`config.mk`:
```
export PLATFORM = sky130hd
export DESIGN_NAME = execute_muldiv_stage
export DESIGN_NICKNAME = d
export VERILOG_FILES = /design/src/rtl/zedern_pkg.sv /design/src/rtl/muldiv_iter.sv /design/src/rtl/execute_muldiv_stage.sv
export SDC_FILE = /design/constraint.sdc
export NUM_CORES = 1
export LEC_CHECK = 0
export ABC_AREA = 1
export CAP_MARGIN = 10
export CELL_PAD_IN_SITES_DETAIL_PLACEMENT = 1
export CELL_PAD_IN_SITES_GLOBAL_PLACEMENT = 1
export CORE_MARGIN = 4
export CORE_UTILIZATION = 35
export CTS_CLUSTER_SIZE = 10
export DETAILED_ROUTE_END_ITERATION = 16
export HOLD_SLACK_MARGIN = 0.12
export PLACE_DENSITY_LB_ADDON = 0.05
export SLEW_MARGIN = 25
export SYNTH_ARGS = -nofsm -noshare
export SYNTH_HDL_FRONTEND = slang
export SYNTH_SLANG_ARGS = --single-unit
export TNS_END_PERCENT = 30
```
`constraint.sdc`:
```
create_clock -name clk -period 4.3 [get_ports clk]
set_input_delay 1.075 -clock clk [delete_from_list [all_inputs] [get_ports clk]]
set_output_delay 1.075 -clock clk [all_outputs]
set_load 0.005 [all_outputs]
```
`src/rtl/zedern_pkg.sv`:
```
// Shared definitions for the zedern RV32IM execute stage: RV32M funct3
// encodings, writeback-source encodings, EX state enum and datapath width.
package zedern_pkg;

    // Datapath width (XLEN); only 32 is supported.
    localparam int RV_XLEN = 32;

    // RV32M funct3 encodings
    localparam logic [2:0] F3_MUL    = 3'd0;
    localparam logic [2:0] F3_MULH   = 3'd1;
    localparam logic [2:0] F3_MULHSU = 3'd2;
    localparam logic [2:0] F3_MULHU  = 3'd3;
    localparam logic [2:0] F3_DIV    = 3'd4;
    localparam logic [2:0] F3_DIVU   = 3'd5;
    localparam logic [2:0] F3_REM    = 3'd6;
    localparam logic [2:0] F3_REMU   = 3'd7;

    // Writeback source select, carried through EX untouched
    localparam logic [1:0] WB_ALU = 2'd0;
    localparam logic [1:0] WB_MEM = 2'd1;
    localparam logic [1:0] WB_PC4 = 2'd2;
    localparam logic [1:0] WB_CSR = 2'd3;

    typedef enum logic [1:0] {
        EX_IDLE = 2'd0,
        EX_BUSY = 2'd1,
        EX_DONE = 2'd2
    } ex_state_e;

endpackage

```
`src/rtl/muldiv_iter.sv`:
```
// Iterative unsigned engine: shift-add multiply / restoring divide, one result
// bit per cycle. Operands arrive as magnitudes; signs are handled by the parent.
// Optional MULDIV_EARLY_OUT_EN: multiply finishes once remaining multiplier bits are zero.
module muldiv_iter
    import zedern_pkg::*;
#(
    parameter int W     = RV_XLEN,
    parameter int ITERS = RV_XLEN
) (
    input  logic         clk,
    input  logic         rst_n,
    input  logic         start,
    input  logic         abort,
    input  logic         is_div,
    input  logic [W-1:0] a,      // multiplicand / dividend
    input  logic [W-1:0] b,      // multiplier / divisor
    output logic         busy,
    output logic         done,   // final iteration happens on this cycle's edge
    output logic [W-1:0] lo,     // product low / quotient
    output logic [W-1:0] hi      // product high / remainder
);
    localparam int CW = $clog2(ITERS + 1);

    logic [CW-1:0]  cnt;
    logic           div_q;
    logic [2*W-1:0] acc, mcand, acc_d, mcand_d;
    logic [W-1:0]   mplier, mplier_d;
    logic [W:0]     rem_sh, dvs, diff;
    logic           early;

    // One iteration of the active algorithm; for divide, mplier holds the
    // dividend shifting out on top while quotient bits shift in below.
    always_comb begin
        acc_d    = acc;
        mcand_d  = mcand;
        mplier_d = mplier;
        rem_sh   = {acc[W-1:0], mplier[W-1]};
        dvs      = {1'b0, mcand[W-1:0]};
        diff     = rem_sh - dvs;
        early    = 1'b0;
        if (div_q) begin
            if (rem_sh >= dvs) begin
                acc_d    = {{W{1'b0}}, diff[W-1:0]};
                mplier_d = {mplier[W-2:0], 1'b1};
            end else begin
                acc_d    = {{W{1'b0}}, rem_sh[W-1:0]};
                mplier_d = {mplier[W-2:0], 1'b0};
            end
        end else begin
            if (mplier[0]) acc_d = acc + mcand;
            mcand_d  = mcand << 1;
            mplier_d = mplier >> 1;
`ifdef MULDIV_EARLY_OUT_EN
            early = (mplier_d == '0);
`endif
        end
        busy = (cnt != '0);
        done = busy && ((cnt == CW'(1)) || early);
        lo   = div_q ? mplier : acc[W-1:0];
        hi   = div_q ? acc[W-1:0] : acc[2*W-1:W];
    end

    // Engine registers: load on start, iterate while busy, abort clears the count.
    always_ff @(posedge clk or negedge rst_n) begin
        if (!rst_n) begin
            cnt    <= '0;
            div_q  <= 1'b0;
            acc    <= '0;
            mcand  <= '0;
            mplier <= '0;
        end else if (abort) begin
            cnt <= '0;
        end else if (start) begin
            cnt    <= CW'(ITERS);
            div_q  <= is_div;
            acc    <= '0;
            mcand  <= {{W{1'b0}}, is_div ? b : a};
            mplier <= is_div ? a : b;
        end else if (busy) begin
            acc    <= acc_d;
            mcand  <= mcand_d;
            mplier <= mplier_d;
            cnt    <= done ? '0 : cnt - CW'(1);
        end
    end

endmodule

```
`src/rtl/execute_muldiv_stage.sv`:
```
// EX back end: registers the EX/MEM boundary, passes base-ALU results in one
// cycle and sequences RV32M ops through muldiv_iter, stalling upstream meanwhile.
// Optional MULDIV_EARLY_OUT_EN: early multiply completion (zero multiplier skips the engine).
module execute_muldiv_stage
    import zedern_pkg::*;
#(
    parameter int XLEN      = RV_XLEN,
    parameter int ITER_BITS = 1
) (
    input  logic            clk,
    input  logic            rst_n,
    input  logic            in_valid,
    input  logic            flush,
    input  logic [XLEN-1:0] rs1_val,
    input  logic [XLEN-1:0] rs2_val,
    input  logic [XLEN-1:0] alu_result,
    input  logic            is_muldiv,
    input  logic [2:0]      md_funct3,
    input  logic [4:0]      rd_addr,
    input  logic            reg_write,
    input  logic [1:0]      wb_mux,
    output logic            stall,
    output logic [XLEN-1:0] alu_out,
    output logic [4:0]      rd_addr_out,
    output logic            reg_write_out,
    output logic [1:0]      wb_mux_out
);
    localparam int ITERS = XLEN / ITER_BITS;

    ex_state_e       state_q, state_d;
    logic            a_signed, b_signed, a_neg, b_neg;
    logic [XLEN-1:0] a_mag, b_mag;
    logic            div_zero, div_ovf, fast_now;
    logic [XLEN-1:0] fast_val;
    logic            accept, start, abort;
    logic            eng_busy, eng_done;
    logic [XLEN-1:0] eng_lo, eng_hi;

    logic [2:0]      op_q;
    logic            prod_neg_q, rem_neg_q, fast_q;
    logic [XLEN-1:0] fast_val_q;

    logic [2*XLEN-1:0] prod, prod_fix;
    logic [XLEN-1:0]   quo_fix, rem_fix, md_result;

    // Operand signedness, magnitudes and the results that skip the engine.
    always_comb begin
        a_signed = (md_funct3 == F3_MULH) || (md_funct3 == F3_MULHSU) ||
                   (md_funct3 == F3_DIV)  || (md_funct3 == F3_REM);
        b_signed = (md_funct3 == F3_MULH) || (md_funct3 == F3_DIV) ||
                   (md_funct3 == F3_REM);
        a_neg    = a_signed && rs1_val[XLEN-1];
        b_neg    = b_signed && rs2_val[XLEN-1];
        a_mag    = a_neg ? -rs1_val : rs1_val;
        b_mag    = b_neg ? -rs2_val : rs2_val;
        div_zero = md_funct3[2] && (rs2_val == '0);
        div_ovf  = ((md_funct3 == F3_DIV) || (md_funct3 == F3_REM)) &&
                   (rs1_val == {1'b1, {(XLEN-1){1'b0}}}) && (rs2_val == '1);
        fast_now = div_zero || div_ovf;
        if (md_funct3[1]) fast_val = div_ovf ? '0 : rs1_val;
        else              fast_val = div_ovf ? {1'b1, {(XLEN-1){1'b0}}} : '1;
`ifdef MULDIV_EARLY_OUT_EN
        if (!md_funct3[2] && (rs2_val == '0)) begin
            fast_now = 1'b1;
            fast_val = '0;
        end
`endif
    end

    // Next state, stall and engine control; flush overrides everything.
    always_comb begin
        state_d = state_q;
        stall   = 1'b0;
        accept  = 1'b0;
        start   = 1'b0;
        abort   = 1'b0;
        if (flush) begin
            state_d = EX_IDLE;
            abort   = 1'b1;
        end else begin
            case (state_q)
                EX_IDLE: if (in_valid && is_muldiv) begin
                    stall   = 1'b1;
                    accept  = 1'b1;
                    start   = !fast_now;
                    state_d = fast_now ? EX_DONE : EX_BUSY;
                end
                EX_BUSY: begin
                    stall = 1'b1;
                    if (eng_done || !eng_busy) state_d = EX_DONE;
                end
                EX_DONE: state_d = EX_IDLE;
                default: state_d = EX_IDLE;
            endcase
        end
    end

    // FSM state register.
    always_ff @(posedge clk or negedge rst_n) begin
        if (!rst_n) state_q <= EX_IDLE;
        else        state_q <= state_d;
    end

    // Latch the op and sign fix-up flags when an RV32M instruction is accepted.
    always_ff @(posedge clk or negedge rst_n) begin
        if (!rst_n) begin
            op_q       <= F3_MUL;
            prod_neg_q <= 1'b0;
            rem_neg_q  <= 1'b0;
            fast_q     <= 1'b0;
            fast_val_q <= '0;
        end else if (accept) begin
            op_q       <= md_funct3;
            prod_neg_q <= a_neg ^ b_neg;
            rem_neg_q  <= a_neg;
            fast_q     <= fast_now;
            fast_val_q <= fast_val;
        end
    end

    muldiv_iter #(.W(XLEN), .ITERS(ITERS)) u_iter (
        .clk    (clk),
        .rst_n  (rst_n),
        .start  (start),
        .abort  (abort),
        .is_div (md_funct3[2]),
        .a      (a_mag),
        .b      (b_mag),
        .busy   (eng_busy),
        .done   (eng_done),
        .lo     (eng_lo),
        .hi     (eng_hi)
    );

    // Sign fix-up and result selection, consumed in DONE.
    always_comb begin
        prod     = {eng_hi, eng_lo};
        prod_fix = prod_neg_q ? -prod : prod;
        quo_fix  = prod_neg_q ? -eng_lo : eng_lo;
        rem_fix  = rem_neg_q ? -eng_hi : eng_hi;
        case (op_q)
            F3_MUL:                        md_result = prod_fix[XLEN-1:0];
            F3_MULH, F3_MULHSU, F3_MULHU:  md_result = prod_fix[2*XLEN-1:XLEN];
            F3_DIV, F3_DIVU:               md_result = quo_fix;
            default:                       md_result = rem_fix;
        endcase
        if (fast_q) md_result = fast_val_q;
    end

    // EX/MEM register: bubbles only clear reg_write_out, data fields hold.
    always_ff @(posedge clk or negedge rst_n) begin
        if (!rst_n) begin
            alu_out       <= '0;
            rd_addr_out   <= '0;
            reg_write_out <= 1'b0;
            wb_mux_out    <= '0;
        end else if (flush) begin
            reg_write_out <= 1'b0;
        end else begin
            case (state_q)
                EX_IDLE: if (in_valid && !is_muldiv) begin
                    alu_out       <= alu_result;
                    rd_addr_out   <= rd_addr;
                    reg_write_out <= reg_write;
                    wb_mux_out    <= wb_mux;
                end else begin
                    reg_write_out <= 1'b0;
                end
                EX_DONE: begin
                    alu_out       <= md_result;
                    rd_addr_out   <= rd_addr;
                    reg_write_out <= reg_write;
                    wb_mux_out    <= wb_mux;
                end
                default: reg_write_out <= 1'b0;
            endcase
        end
    end

endmodule

```
==> flow_summary.toml <==
[timing]
relSlewSlack_pct = 31.3
worst_pin_slew_ns = 1.02
clock.fmax_mhz = 275
fin_skew_ns = 0.0317
finalHoldViolations = 0
setup_tns_ns = 0
final-max-slew-violation-count = 0
timing.final.crit_share_pct = 84.5
fin_crit_ns = 3.63
finalSetupViolations = 0
rsz0062_at_grt = "no"

[clock_network]
cts-root-buf = "clkbuf_16"
cts_max_path_buffers = 3
hold_buffers = 0
insertion_delay_ns = 0.57
cts_made_buffers = 35
cts_max_level = 2
cts_tree = "yes"
clkSinkCount = 247
cts_setup_buffers = 0
ctsResizeCount = 0
clkSlewWorstSetupHoldPaths_ns = 0.05

[global_routing]
grt_use_total_pct = 32.7
grt_first_pass_wirelength_mm = 194
grt_antenna_before_repair = 5
grt_start_max_net_pins = 82
grt_pass1_vias = 29469
grt.overflow.total = 0

[floorplanning]
rows = 99
pin_count = 153
die_w_um = 279
core-area_mm2 = 0.0730
die_y_um = 279
dieArea_mm2 = 0.0781
initial_core_util_pct = 35.4

[synth]
syn-num-nets = 4625
syn_inst = 4409
synth_edf_count = 0
muxShareOfSynthArea_pct = 0
synth.avg_cell_area_um2 = 5.85
yosys-top-cells-count = "nand2_1 (1445), inv_1 (497), nor2_1 (497)"
synth_area_mm2 = 0.0258
synth_xor_area_share_pct = 3.74
async_flop_share_pct = 100
synthTopCellsByArea = "dfrtp_1 (24%), nand2_1 (21%), inv_1 (7.2%), nor2_1 (7.2%), nand3_1 (6.1%)"
synth_top_family_by_area = "simple AND/OR/NAND/NOR gates"
yosysTopAreaCell = "dfrtp_1"
synth_fa_ha_area_share_pct = 5.10
synth_top_area_share_pct = 24.0
synthSimpleGateAreaFrac_pct = 39.8
post-synth-top-count-cell = "nand2_1"
synth_cell_types = 55
ys_ff_latch = 247
synth_ff_type = "dfrtp_1"
yosysWarnings = 0
yosysSeqAreaShare_pct = 24.0
synth-compound-area-share_pct = 17.1

[routing]
antenna_left = 0
dr.pass1.iters = 7
drt-wirelength-per-cell_um = 23.9
vias = 30402
wl_mm = 132
vias_per_cell = 5.52
first_iter_violations = 2642
drc = 0

[place]
gp_congestion = 0.996
portBuffers = 152
place_inst = 5454
dpl.hpwl_mm = 107

[pwr]
cellLeakagePower_nw = 14.2
ir_drop_mv = 0.455
power_density_mw_per_mm2 = 706

[outcome]
status = "complete, no violations"

[setup_path]
critPathTopFamily = "buffers and inverters"
cp.required_ns = 3.22
start_kind = "input pin"
path_cells = "clkdlybuf4s50_1, inv_1, o211ai_1, inv_1, clkdlybuf4s50_1"
cp_slowest_cell = "clkdlybuf4s50_1"
crit_type = "input pin to output pin"
path_max_fanout = 3
crit_arrival_ns = 2.56
cp-end-kind = "output pin"
cp_num_buf_inv = 4
max_stage_delay_ns = 0.60

[final_layout]
syn_to_final_growth_pct = 15.0
final.fill_count = 9998
fin_cells = 5511
multi_input_area_mm2 = 0.0170
seq_area_mm2 = 0.00619
fin_nets = 4748
drive_gt1_share_pct = 5.47

[run]
cap_violations = 0

[min_path]
min_path_type = "input pin to asynchronous set/reset pin"
-- final timing paths --
path	start	end	slack (ns)	cells after the start
worst max-delay path	flush	stall	0.67	5
worst min register to register	alu_out[29]	alu_out[29]	0.47	2
worst max register to register	u_iter.div_q	alu_out[30]	0.70	18
worst min-delay path	rst_n	u_iter.mcand[51]	0.46	1
min in group clk	alu_out[29]	alu_out[29]	0.47	2
max in group asynchronous	rst_n	fast_q	2.92	2
-- layer usage --
metal  wire [um]  GRT usage (%)
met5          52              0
met4        4440           9.75
met3        8660           4.39
met2       56500           49.7
met1       62100           48.2
-- logic make-up (layout without fill, tap and decap cells) --
kind of cell,count (synthesis),in the layout
simple gates,2468,2468
fa+ha+maj,104,104
xor+xnor,110,110
flops,247,247
buf+inv,666,808
compound gates,814,814
other cells,0,1
-- area by class of cell --
cell class,count,share of cell area (%)
inverter,517,6.55
clock inverter,10,0.570
timing repair buffer,235,7.44
sequential,247,20.9
clock buffer,46,3.26
tap,959,4.05
multi-input combinational,3496,57.3
antenna,1,0.00844
-- where the power goes --
part	switching [mW]	total [mW]	internal [mW]	leakage, nW
registers	1.37	4.52	3.16	3.17
clock network	1.19	2.96	1.77	0.553
logic	9.26	13.4	4.18	10.5
-- worst register-to-register path, stage by stage, from the launching register on --
cell	delay [ns]
dfrtp_4	0.71
inv_4	0.27
buf_4	0.28
nand2_1	0.08
nand2_1	0.13
nor2_1	0.26
nand2_1	0.09
nor2_1	0.38
nand2_1	0.12
nor2_1	0.37
nand3_1	0.12
nand2_1	0.09
nand2_1	0.05
nand3_1	0.09
nand2_1	0.05
nand2_1	0.20
nand2_1	0.09
nand2_1	0.07
nand2_1	0.05
-- metrics by stage --
step | util [%] | hold WS (ns) | setup slack, ns | cell area, um^2 | power, mW
2_1_floorplan | - | 0.453 | 1.45 | 25800 | 12.6
3_3_place_gp | 39.1 | 0.461 | 0.255 | 28500 | 17.6
3_5_place_dp | 39.1 | 0.464 | 0.262 | 28500 | 17.7
4_1_cts | 40.6 | 0.480 | 0.702 | 29600 | 20.8
5_1_grt | 40.6 | 0.503 | 0.499 | 29600 | 22.5
6_report | 40.6 | 0.463 | 0.666 | 29700 | 20.9
-- registers in the layout, indices dropped and copies added (netlist names), 2 cells and up --
| signal | flops |
|---|---|
| wb_mux_out | 2 |
| u_iter.mplier | 32 |
| u_iter.cnt | 6 |
| u_iter.mcand | 64 |
| rd_addr_out | 5 |
| alu_out | 32 |
| op_q | 3 |
| state_q | 2 |
| u_iter.acc | 64 |
| fast_val_q | 32 |
-- cells in the final DEF, fill, tap and decap left out, drive strengths merged --
master | synthesis | layout
ha | 102 | 102
a211oi | 3 | 3
nor4 | 9 | 9
nand4 | 48 | 48
a21boi | 9 | 9
o22ai | 47 | 47
nor3 | 55 | 55
clkbuf | 83 | 46
inv | 513 | 514
o21a | 10 | 10
buf | 66 | 85
nand3 | 317 | 317
o2111ai | 1 | 1
clkdlybuf4s50 | 0 | 150
o21ai | 363 | 363
or2 | 20 | 20
a31oi | 18 | 18
xnor2 | 36 | 36
fa | 2 | 2
clkinv | 4 | 9
o211ai | 16 | 16
o21bai | 25 | 25
or3 | 1 | 1
and3 | 3 | 3
a21oi | 298 | 298
a22oi | 3 | 3
nand2 | 1468 | 1468
xor2 | 74 | 74
a21o | 18 | 18
dfrtp | 247 | 247
bufinv | 0 | 3
clkinvlp | 0 | 1
nand3b | 15 | 15
diode | 0 | 1
nor2 | 532 | 532
o31ai | 3 | 3
No activity file was read; power rests on OpenSTA's default activity.
